`src/rtl/vga_vram_arbiter_if.sv`:
```
// Bus bundle between the VRAM arbiter and its clients: display fetch, host port,
// clear-screen control and the single VRAM port.
interface vga_vram_arbiter_if #(
    parameter int ADDR_W = 11,
    parameter int DATA_W = 8
);
    logic              disp_req;
    logic [ADDR_W-1:0] disp_addr;
    logic [DATA_W-1:0] disp_data;
    logic              disp_valid;

    logic              host_req;
    logic              host_we;
    logic [ADDR_W-1:0] host_addr;
    logic [DATA_W-1:0] host_wdata;
    logic              host_ack;
    logic [DATA_W-1:0] host_rdata;

    logic              clr_start;
    logic              clr_busy;

    logic [ADDR_W-1:0] ram_addr;
    logic [DATA_W-1:0] ram_wdata;
    logic              ram_we;
    logic [DATA_W-1:0] ram_rdata;

    modport slave (
        input  disp_req, disp_addr,
        input  host_req, host_we, host_addr, host_wdata,
        input  clr_start,
        input  ram_rdata,
        output disp_data, disp_valid,
        output host_ack, host_rdata,
        output clr_busy,
        output ram_addr, ram_wdata, ram_we
    );

    modport master (
        output disp_req, disp_addr,
        output host_req, host_we, host_addr, host_wdata,
        output clr_start,
        output ram_rdata,
        input  disp_data, disp_valid,
        input  host_ack, host_rdata,
        input  clr_busy,
        input  ram_addr, ram_wdata, ram_we
    );
endinterface

```
`src/rtl/vga_vram_arbiter.sv`:
```
// Single-port VRAM arbiter: display fetch > clear-screen engine > host, one RAM
// access per cycle, grant tag pipelined two stages to route read data back.
module vga_vram_arbiter #(
    parameter int                RES_X_MAX = 80,
    parameter int                RES_Y_MAX = 25,
    parameter int                ADDR_W    = 11,
    parameter int                DATA_W    = 8,
    parameter logic [DATA_W-1:0] CLR_CHAR  = 8'h20
) (
    input  logic              i_clk,
    input  logic              i_rst_n,
    vga_vram_arbiter_if.slave bus
);

    localparam int unsigned       NUM_CELLS = RES_X_MAX * RES_Y_MAX;
    localparam logic [ADDR_W-1:0] CELLS_AW  = ADDR_W'(NUM_CELLS);
    localparam logic [ADDR_W-1:0] LAST_ADDR = ADDR_W'(NUM_CELLS - 1);

    typedef enum logic [2:0] {
        GNT_NONE,
        GNT_DISP,
        GNT_CLR,
        GNT_HOST_RD,
        GNT_HOST_WR
    } gnt_t;

    typedef enum logic {
        CLR_IDLE,
        CLR_RUN
    } clr_state_t;

    clr_state_t        clr_state, clr_state_nxt;
    logic [ADDR_W-1:0] clr_cnt, clr_cnt_nxt;
    logic              clr_busy;

    gnt_t              gnt, tag1, tag2;
    logic              oor1, oor2;
    logic              host_busy, host_busy_nxt;
    logic              host_elig, host_oor, host_gnt;

    logic [ADDR_W-1:0] ram_addr_q, ram_addr_nxt;
    logic [DATA_W-1:0] ram_wdata_q, ram_wdata_nxt;
    logic              ram_we_q, ram_we_nxt;

    logic [DATA_W-1:0] disp_data_q;
    logic              disp_valid_q;
    logic              host_ack_q, host_ack_nxt;
    logic [DATA_W-1:0] host_rdata_q;

    assign clr_busy = (clr_state == CLR_RUN);

    // A display request is served in the cycle it arrives: its RAM cycle is
    // registered at N+1 and the fetched byte returns at N+3, whatever else is pending.
    always_comb begin
        host_oor  = (bus.host_addr >= CELLS_AW);
        host_elig = bus.host_req && !host_busy && !host_ack_q && !clr_busy;
        gnt       = GNT_NONE;
        if (bus.disp_req) begin
            gnt = GNT_DISP;
        end else if (clr_busy) begin
            gnt = GNT_CLR;
        end else if (host_elig) begin
            gnt = bus.host_we ? GNT_HOST_WR : GNT_HOST_RD;
        end
        host_gnt = (gnt == GNT_HOST_RD) || (gnt == GNT_HOST_WR);
    end

    always_comb begin
        clr_state_nxt = clr_state;
        clr_cnt_nxt   = clr_cnt;
        case (clr_state)
            CLR_IDLE: begin
                if (bus.clr_start) begin
                    clr_state_nxt = CLR_RUN;
                    clr_cnt_nxt   = '0;
                end
            end
            CLR_RUN: begin
                if (gnt == GNT_CLR) begin
                    if (clr_cnt == LAST_ADDR) begin
                        clr_state_nxt = CLR_IDLE;
                        clr_cnt_nxt   = '0;
                    end else begin
                        clr_cnt_nxt = clr_cnt + ADDR_W'(1);
                    end
                end
            end
            default: begin
                clr_state_nxt = CLR_IDLE;
                clr_cnt_nxt   = '0;
            end
        endcase
    end

    // Out-of-range host accesses still occupy a grant slot so the ack timing is
    // unchanged, but never touch the RAM port.
    always_comb begin
        ram_addr_nxt  = ram_addr_q;
        ram_wdata_nxt = ram_wdata_q;
        ram_we_nxt    = 1'b0;
        case (gnt)
            GNT_DISP: begin
                ram_addr_nxt = bus.disp_addr;
            end
            GNT_CLR: begin
                ram_addr_nxt  = clr_cnt;
                ram_wdata_nxt = CLR_CHAR;
                ram_we_nxt    = 1'b1;
            end
            GNT_HOST_WR: begin
                if (!host_oor) begin
                    ram_addr_nxt  = bus.host_addr;
                    ram_wdata_nxt = bus.host_wdata;
                    ram_we_nxt    = 1'b1;
                end
            end
            GNT_HOST_RD: begin
                if (!host_oor) begin
                    ram_addr_nxt = bus.host_addr;
                end
            end
            default: begin
            end
        endcase
    end

    always_comb begin
        host_ack_nxt  = (tag1 == GNT_HOST_WR) || (tag2 == GNT_HOST_RD);
        host_busy_nxt = host_busy;
        if (host_gnt) begin
            host_busy_nxt = 1'b1;
        end else if (host_ack_nxt) begin
            host_busy_nxt = 1'b0;
        end
    end

    always_ff @(posedge i_clk or negedge i_rst_n) begin
        if (!i_rst_n) begin
            clr_state <= CLR_IDLE;
            clr_cnt   <= '0;
        end else begin
            clr_state <= clr_state_nxt;
            clr_cnt   <= clr_cnt_nxt;
        end
    end

    always_ff @(posedge i_clk or negedge i_rst_n) begin
        if (!i_rst_n) begin
            ram_addr_q  <= '0;
            ram_wdata_q <= '0;
            ram_we_q    <= 1'b0;
            tag1        <= GNT_NONE;
            tag2        <= GNT_NONE;
            oor1        <= 1'b0;
            oor2        <= 1'b0;
            host_busy   <= 1'b0;
        end else begin
            ram_addr_q  <= ram_addr_nxt;
            ram_wdata_q <= ram_wdata_nxt;
            ram_we_q    <= ram_we_nxt;
            tag1        <= gnt;
            tag2        <= tag1;
            oor1        <= host_gnt && host_oor;
            oor2        <= oor1;
            host_busy   <= host_busy_nxt;
        end
    end

    always_ff @(posedge i_clk or negedge i_rst_n) begin
        if (!i_rst_n) begin
            disp_data_q  <= '0;
            disp_valid_q <= 1'b0;
            host_ack_q   <= 1'b0;
            host_rdata_q <= '0;
        end else begin
            disp_valid_q <= (tag2 == GNT_DISP);
            if (tag2 == GNT_DISP) begin
                disp_data_q <= bus.ram_rdata;
            end
            host_ack_q <= host_ack_nxt;
            if (tag2 == GNT_HOST_RD) begin
                host_rdata_q <= oor2 ? '0 : bus.ram_rdata;
            end
        end
    end

    assign bus.ram_addr   = ram_addr_q;
    assign bus.ram_wdata  = ram_wdata_q;
    assign bus.ram_we     = ram_we_q;
    assign bus.disp_data  = disp_data_q;
    assign bus.disp_valid = disp_valid_q;
    assign bus.host_ack   = host_ack_q;
    assign bus.host_rdata = host_rdata_q;
    assign bus.clr_busy   = clr_busy;

endmodule
```
`src/flat_wrapper.sv`:
```
// flat-port wrapper written by rule: the top's interface ports become plain ports
module vga_vram_arbiter_flat 
#(
    parameter int                RES_X_MAX = 80,
    parameter int                RES_Y_MAX = 25,
    parameter int                ADDR_W    = 11,
    parameter int                DATA_W    = 8,
    parameter logic [DATA_W-1:0] CLR_CHAR  = 8'h20
)
  (i_clk, i_rst_n, bus_disp_req, bus_disp_addr, bus_host_req, bus_host_we, bus_host_addr, bus_host_wdata, bus_clr_start, bus_ram_rdata, bus_disp_data, bus_disp_valid, bus_host_ack, bus_host_rdata, bus_clr_busy, bus_ram_addr, bus_ram_wdata, bus_ram_we);
  vga_vram_arbiter_if #(.ADDR_W(ADDR_W), .DATA_W(DATA_W)) bus_i ();
  input  logic i_clk;
  input  logic i_rst_n;
  input wire logic [$bits(bus_i.disp_req)-1:0] bus_disp_req;
  input wire logic [$bits(bus_i.disp_addr)-1:0] bus_disp_addr;
  input wire logic [$bits(bus_i.host_req)-1:0] bus_host_req;
  input wire logic [$bits(bus_i.host_we)-1:0] bus_host_we;
  input wire logic [$bits(bus_i.host_addr)-1:0] bus_host_addr;
  input wire logic [$bits(bus_i.host_wdata)-1:0] bus_host_wdata;
  input wire logic [$bits(bus_i.clr_start)-1:0] bus_clr_start;
  input wire logic [$bits(bus_i.ram_rdata)-1:0] bus_ram_rdata;
  output wire logic [$bits(bus_i.disp_data)-1:0] bus_disp_data;
  output wire logic [$bits(bus_i.disp_valid)-1:0] bus_disp_valid;
  output wire logic [$bits(bus_i.host_ack)-1:0] bus_host_ack;
  output wire logic [$bits(bus_i.host_rdata)-1:0] bus_host_rdata;
  output wire logic [$bits(bus_i.clr_busy)-1:0] bus_clr_busy;
  output wire logic [$bits(bus_i.ram_addr)-1:0] bus_ram_addr;
  output wire logic [$bits(bus_i.ram_wdata)-1:0] bus_ram_wdata;
  output wire logic [$bits(bus_i.ram_we)-1:0] bus_ram_we;
  assign bus_i.disp_req = bus_disp_req;
  assign bus_i.disp_addr = bus_disp_addr;
  assign bus_i.host_req = bus_host_req;
  assign bus_i.host_we = bus_host_we;
  assign bus_i.host_addr = bus_host_addr;
  assign bus_i.host_wdata = bus_host_wdata;
  assign bus_i.clr_start = bus_clr_start;
  assign bus_i.ram_rdata = bus_ram_rdata;
  assign bus_disp_data = bus_i.disp_data;
  assign bus_disp_valid = bus_i.disp_valid;
  assign bus_host_ack = bus_i.host_ack;
  assign bus_host_rdata = bus_i.host_rdata;
  assign bus_clr_busy = bus_i.clr_busy;
  assign bus_ram_addr = bus_i.ram_addr;
  assign bus_ram_wdata = bus_i.ram_wdata;
  assign bus_ram_we = bus_i.ram_we;
  vga_vram_arbiter #(.RES_X_MAX(RES_X_MAX), .RES_Y_MAX(RES_Y_MAX), .ADDR_W(ADDR_W), .DATA_W(DATA_W), .CLR_CHAR(CLR_CHAR)) u_core (.i_clk(i_clk), .i_rst_n(i_rst_n), .bus(bus_i));
endmodule
```
`config.mk`:
```
export PLATFORM = sky130hd
export DESIGN_NAME = vga_vram_arbiter_flat
export DESIGN_NICKNAME = d
export VERILOG_FILES = /design/src/rtl/vga_vram_arbiter_if.sv /design/src/rtl/vga_vram_arbiter.sv /design/src/flat_wrapper.sv
export SDC_FILE = /design/constraint.sdc
export NUM_CORES = 1
export LEC_CHECK = 0
export CORE_MARGIN = 3
export CORE_UTILIZATION = 46
export CTS_CLUSTER_SIZE = 14
export DETAILED_ROUTE_END_ITERATION = 7
export GPL_TIMING_DRIVEN = 0
export PLACE_DENSITY = 0.83
export SYNTH_ARGS = -nofsm -noshare
export SYNTH_HDL_FRONTEND = slang
export SYNTH_SLANG_ARGS = --single-unit
```
`constraint.sdc`:
```
create_clock -name i_clk -period 1.8 [get_ports i_clk]
set_input_delay 0.36 -clock i_clk [delete_from_list [all_inputs] [get_ports i_clk]]
set_output_delay 0.36 -clock i_clk [all_outputs]
set_load 0.02 [all_outputs]
```
==> results of run 1 <==
==> final timing paths <==
path,start,endpoint,cells past startpoint
max,u_core.bus.clr_busy,bus_clr_busy,1
min,i_rst_n,u_core.bus.ram_addr[7],1
max reg2reg,u_core.bus.clr_busy,u_core.bus.ram_addr[3],6
min reg2reg,u_core.oor1,u_core.oor2,0
max in group asynchronous,i_rst_n,u_core.bus.ram_wdata[1],2
min in group i_clk,u_core.oor1,u_core.oor2,0
==> sequential cells by signal (all words and copies together) (netlist names), 3 cells and up <==
| signal | cells |
|---|---|
| u_core.bus.disp_data | 8 |
| u_core.bus.host_rdata | 8 |
| u_core.bus.ram_addr | 11 |
| u_core.bus.ram_wdata | 8 |
| u_core.clr_cnt | 11 |
| u_core.tag1 | 3 |
| u_core.tag2 | 3 |
==> what timing repair did <==
| item | CTS | global route |
|---|---|---|
| pin swaps | 0 | 1 |
| endpoints found under the setup margin | 1 | 12 |
| setup buffers | 0 | 3 |
| resized for setup | 1 | 2 |
==> final cells by class <==
type                       instances  share of cell area
sequential                        59               0.387
multi-input combinational        155               0.274
timing repair buffer              86               0.225
clock buffer                      11              0.0370
buffer                            16              0.0295
tap                               72              0.0236
inverter                          14              0.0138
clock inverter                     3              0.0105
==> metal layers <==
metal,global-route usage,part of all wire,vias to the layer above
met2,0.356,0.50,98
met4,0.0997,0.017,0
met5,0,0,-
met3,0.0434,0.072,13
li1,-,-,1070
met1,0.297,0.41,1098
==> stage by stage <==
| stage | TNS [ps] | cell area, um2 | setup WS, ps | util | total power, mW |
|---|---|---|---|---|---|
| global route | -10.5 | 3820 | -10.5 | 0.685 | 3.41 |
| CTS | 0 | 3780 | 53.4 | 0.679 | 3.29 |
| global placement | -91830 | 3590 | -1470 | 0.644 | 2.12 |
| floorplan | 0 | 2680 | 238 | - | 1.79 |
| finish | 0 | 3820 | 86.3 | 0.685 | 3.27 |
| detailed placement | -6520 | 3600 | -357 | 0.646 | 2.15 |
==> logic make-up (layout without fill, tap and decap cells) <==
family | count (synthesis) | count (layout) | share of synthesized area
buffers and inverters | 30 | 130 | 0.0617
AND/OR/NAND/NOR | 80 | 80 | 0.160
AO/OA/AOI/OAI | 53 | 53 | 0.139
flip-flops | 59 | 59 | 0.552
multiplexers | 21 | 21 | 0.0828
adder cells (fa/ha/maj) | 1 | 1 | 0.00467
==> cells in the mapped netlist (all sizes together) <==
master   count  area share
or2          1      0.0023
mux2i       12       0.045
nor3b        3       0.013
a21o         1      0.0028
a211o        1      0.0033
or4          2      0.0056
a22o         1      0.0033
o31ai        1      0.0028
dfrtp       59        0.55
nand3       15       0.028
mux2         9       0.038
a21oi        5       0.011
and2b        1      0.0028
nor2         6      0.0084
and3         4      0.0098
nand4        5       0.012
a222oi      11       0.041
o21ai       24       0.045
nand2b       9       0.021
a41oi        1      0.0061
clkbuf       1      0.0014
o2111ai      1      0.0033
ha           1      0.0047
o22a         1      0.0033
and2         3      0.0070
buf         15       0.041
o211ai       2      0.0056
and4b        2      0.0075
o21bai       1      0.0042
nand3b       1      0.0028
inv         14       0.020
or3          1      0.0023
a31oi        2      0.0047
nand2       27       0.038
o31a         1      0.0033
==> cell usage in the layout (no fill, tap or decap), types with 6 or more instances in the layout <==
cell,synthesis,layout
nor2_1,6,6
nand3_1,15,15
clkbuf_8,0,10
inv_1,14,14
clkdlybuf4s50_1,0,80
a222oi_1,11,11
mux2_2,9,9
o21ai_0,10,10
nand2_1,27,27
mux2i_1,12,12
nand2b_1,9,9
buf_2,9,10
o21ai_1,14,14
dfrtp_1,59,58
==> report_power, final <==
| group | leakage, nW | switching [mW] | internal, mW |
|---|---|---|---|
| clock network | 0.0950 | 0.484 | 0.657 |
| registers | 0.741 | 0.0866 | 1.43 |
| logic | 0.887 | 0.290 | 0.321 |
| total | 1.72 | 0.861 | 2.41 |
==> results.py, run 1 <==
metrics = {
    "run_status": {
        "status": "finished, final reports clean",
    },
    "timing": {
        "maxSlewHeadroom": 0.558,
        "worst_pin_slew_ps": 662,
        "fmax_mhz": 584,
        "fin_skew_ps": 3.74,
        "setup_viol": 0,
        "drv_slew": 0,
        "hold_viol": 0,
        "hold_ws_ps": 60.5,
        "min_period_ps": 1710,
        "post-route-period-util": 0.952,
    },
    "clocking": {
        "clock_sink_count": 59,
        "clk_pin_slew_worst_paths_ps": 60,
        "cts-root-buf": "clkbuf_8",
        "clockBufferDepth": 2,
        "cts_buffers": 9,
        "cts_hold_buf": 0,
        "cts_tree": "done",
        "clk_latency_ps": 330,
        "h-tree-depth": 3,
    },
    "global_routing": {
        "grt_pass1_vias": 2277,
        "grt.total_usage": 0.224,
        "grt_max_degree": 33,
        "antenna_found_initial": 0,
        "grt.overflow.total": 0,
        "grt_first_pass_wirelength_um": 11200,
    },
    "worst_setup_path": {
        "path_cells": "clkdlybuf4s50_1",
        "cp_max_fo": 3,
        "crit_path_start_kind": "register",
        "cp.required_ps": 1440,
        "regToRegSetupSlack_ps": 110,
        "cp-end-kind": "output port",
        "critPathKind": "reg -> out",
        "critPathSlowestCell": "clkdlybuf4s50_1",
        "crit_path_max_incr_delay_ps": 630,
        "arrival_ps": 1350,
        "cp.buffers_inverters": 1,
        "crit_family": "buffers and inverters",
    },
    "layout": {
        "final_cells": 416,
        "syn2layout_area_growth_pct": 42.6,
        "regArea_mm2": 0.00148,
        "n_fill_cell": 439,
        "nets": 386,
        "drive_gt1_frac": 0.140,
        "n_antenna_cell": 0,
        "multi_input_area_mm2": 0.00105,
    },
    "detailed_routing": {
        "detail_route.vias_per_cell": 5.48,
        "wirelength_um": 6980,
        "vias": 2279,
        "wire_per_inst_um": 16.8,
        "drt_first_pass_iters": 5,
        "drc": 0,
        "drt_iter0_markers": 163,
        "ant_nets": 0,
    },
    "place": {
        "gp_congestion": 0.810,
        "hpwl_um": 5020,
        "portBuffers": 82,
        "place_inst": 399,
    },
    "floorplan": {
        "num_io_pins": 83,
        "die_area_mm2": 0.00677,
        "rows": 27,
        "die_w_um": 82.3,
        "die_y_um": 82.3,
        "start_util": 0.480,
        "core_mm2": 0.00557,
    },
    "run": {
        "maxCapViolCount": 0,
    },
    "logic_synthesis": {
        "ys_seq_area_frac": 0.552,
        "ys_types": 41,
        "syn_nets": 289,
        "yosys_register_bits": 59,
        "syn-cell-area_mm2": 0.00268,
        "synth.avg_cell_area_um2": 11.0,
        "synth_cells": 244,
        "ys_warn_count": 0,
    },
    "worst_hold_path": {
        "hold_path_class": "in -> async",
    },
    "pwr": {
        "ir_drop_mv": 0.422,
        "p_leak_nw": 1.72,
        "power_per_cell_area_mw_per_mm2": 857,
    },
}
Power figures use the tool's default switching activity.
==> run 2, diff against run 1 <==
--- a/config.mk
+++ b/config.mk
@@ -7,3 +7,3 @@
 export LEC_CHECK = 0
-export CORE_MARGIN = 3
+export CAP_MARGIN = 10
 export CORE_UTILIZATION = 46
==> constraint.sdc (replaced) <==
create_clock -name i_clk -period 1.8 [get_ports i_clk]
set_input_delay 0.27 -clock i_clk [delete_from_list [all_inputs] [get_ports i_clk]]
set_output_delay 0.27 -clock i_clk [all_outputs]
set_load 0.02 [all_outputs]
==> run 2 against run 1 <==
Compared with the run above:
- register-to-register slack worse by 30 ps
- fmax fell by 0.58%
- largest power group unchanged
- worst hold slack improved by 240 ps
- flip-flop and latch count unchanged
- first-iteration DRC count up 9.8%
- highest routed layer unchanged
==> results.py, run 2 (same netlist as run 1, synthesis figures left out) <==
metrics = {
    "detailed_routing": {
        "drt_iter0_markers": 179,
        "drt_first_pass_iters": 7,
        "wire_per_inst_um": 16.6,
        "detail_route.vias_per_cell": 5.58,
        "vias": 2334,
        "wirelength_um": 6950,
        "drc": 0,
        "ant_nets": 0,
    },
    "timing": {
        "fmax_mhz": 580,
        "fin_skew_ps": 7.85,
        "maxSlewHeadroom": 0.529,
        "post-route-period-util": 0.958,
        "min_period_ps": 1720,
        "rsz0062_at_grt": "yes",
        "worst_pin_slew_ps": 707,
        "setup_viol": 0,
        "drv_slew": 0,
        "hold_viol": 0,
    },
    "clocking": {
        "cts_buffers": 9,
        "clk_latency_ps": 330,
        "h-tree-depth": 3,
        "cts-root-buf": "clkbuf_8",
        "clk_pin_slew_worst_paths_ps": 70,
        "cts_tree": "done",
        "clock_sink_count": 59,
        "clockBufferDepth": 2,
    },
    "worst_setup_path": {
        "setup.worst_path.start": "u_core.bus.host_ack",
        "critPathKind": "reg -> reg",
        "cp_max_fo": 10,
        "arrival_ps": 1910,
        "cp.required_ps": 1990,
        "r2r-start": "u_core.bus.host_ack",
        "crit_path_start_kind": "register",
        "cp-end-kind": "register",
    },
    "run": {
        "maxCapViolCount": 0,
    },
    "layout": {
        "nets": 386,
        "final_cell_mix": "80 x clkdlybuf4s50_1, 59 x dfrtp_1, 27 x nand2_1, 15 x nand3_1",
        "utilization": 0.698,
        "syn2layout_area_growth_pct": 44.6,
        "final_cells": 418,
        "n_fill_cell": 427,
        "drive_gt1_frac": 0.139,
        "design_area_mm2": 0.00387,
        "layout_commonest_cell": "clkdlybuf4s50_1",
        "n_antenna_cell": 0,
    },
    "place": {
        "hpwl_um": 4880,
        "place_inst": 399,
        "place_area_mm2": 0.00360,
        "gp_congestion": 0.915,
        "portBuffers": 82,
    },
    "global_routing": {
        "grt_max_degree": 32,
        "grt.overflow.total": 0,
        "grt_pass1_vias": 2379,
        "grt_first_pass_wirelength_um": 11400,
        "grt.total_usage": 0.246,
        "antenna_found_initial": 0,
    },
    "floorplan": {
        "num_io_pins": 83,
        "die_w_um": 78.3,
        "start_util": 0.483,
        "die_area_mm2": 0.00613,
        "rows": 27,
        "core_mm2": 0.00554,
        "die_y_um": 78.3,
    },
    "pwr": {
        "power_per_cell_area_mw_per_mm2": 903,
        "p_total_mw": 3.49,
        "ir_drop_mv": 0.537,
        "p_leak_nw": 1.75,
    },
    "worst_hold_path": {
        "hold_start": "bus_disp_req",
        "hold_path_class": "in -> reg",
    },
    "run_status": {
        "status": "finished, final reports clean",
    },
}
## run 2: stage by stage
stage,setup WS (ps),TNS (ps),hold slack (ps)
6_report,76.2,0,304
4_1_cts,58.9,0,349
2_1_floorplan,238,0,-25.6
3_3_place_gp,-1360,-82170,333
5_1_grt,-36.5,-41.6,346
3_5_place_dp,-269,-3320,335
## run 2: per-layer routing
layer / track usage / share of wire
met1: 0.306 / 0.41
met2: 0.425 / 0.51
met3: 0.0477 / 0.075
met4: 0.0907 / 0.0073
met5: 0 / 0
## run 2: final timing paths
kind	endpoint	slack (ps)	depth (start not counted)
setup / recovery	u_core.bus.ram_addr[3]	80	5
hold / removal	u_core.tag1[0]	300	2
setup reg to reg	u_core.bus.ram_addr[3]	80	5
hold reg to reg	u_core.oor2	350	0
max in group asynchronous	u_core.bus.ram_wdata[1]	650	3
min in group asynchronous	u_core.bus.ram_addr[3]	540	2
## run 2: critical path: stages (launching register included)
cell      delay [ps]
dfrtp_1          420
nor3b_4          320
o21bai_2         100
buf_2            190
a222oi_1         420
mux2i_1          140
## run 2: cell type report
cell class	count	area [um2]	area share
clock inverter	4	72.6	0.0188
clock buffer	12	155	0.0401
tap	72	90.1	0.0233
multi-input combinational	155	1050	0.270
sequential	59	1480	0.382
buffer	16	113	0.0291
inverter	14	52.6	0.0136
timing repair buffer	86	863	0.223
## run 2: where the power goes
group          switching, mW  internal [mW]  total [mW]
Combinational          0.290          0.323       0.613
Sequential            0.0843           1.43        1.52
Clock                  0.512          0.853        1.37
Total                  0.886           2.61        3.49
## run 2: repair_timing
action | 4_1_cts | 5_1_grt
setup endpoints to repair | 0 | 8
hold buffers | 1 | 0
endpoints found under the hold margin | 16 | 0
gates resized for setup | 0 | 2
setup buffers | 0 | 2
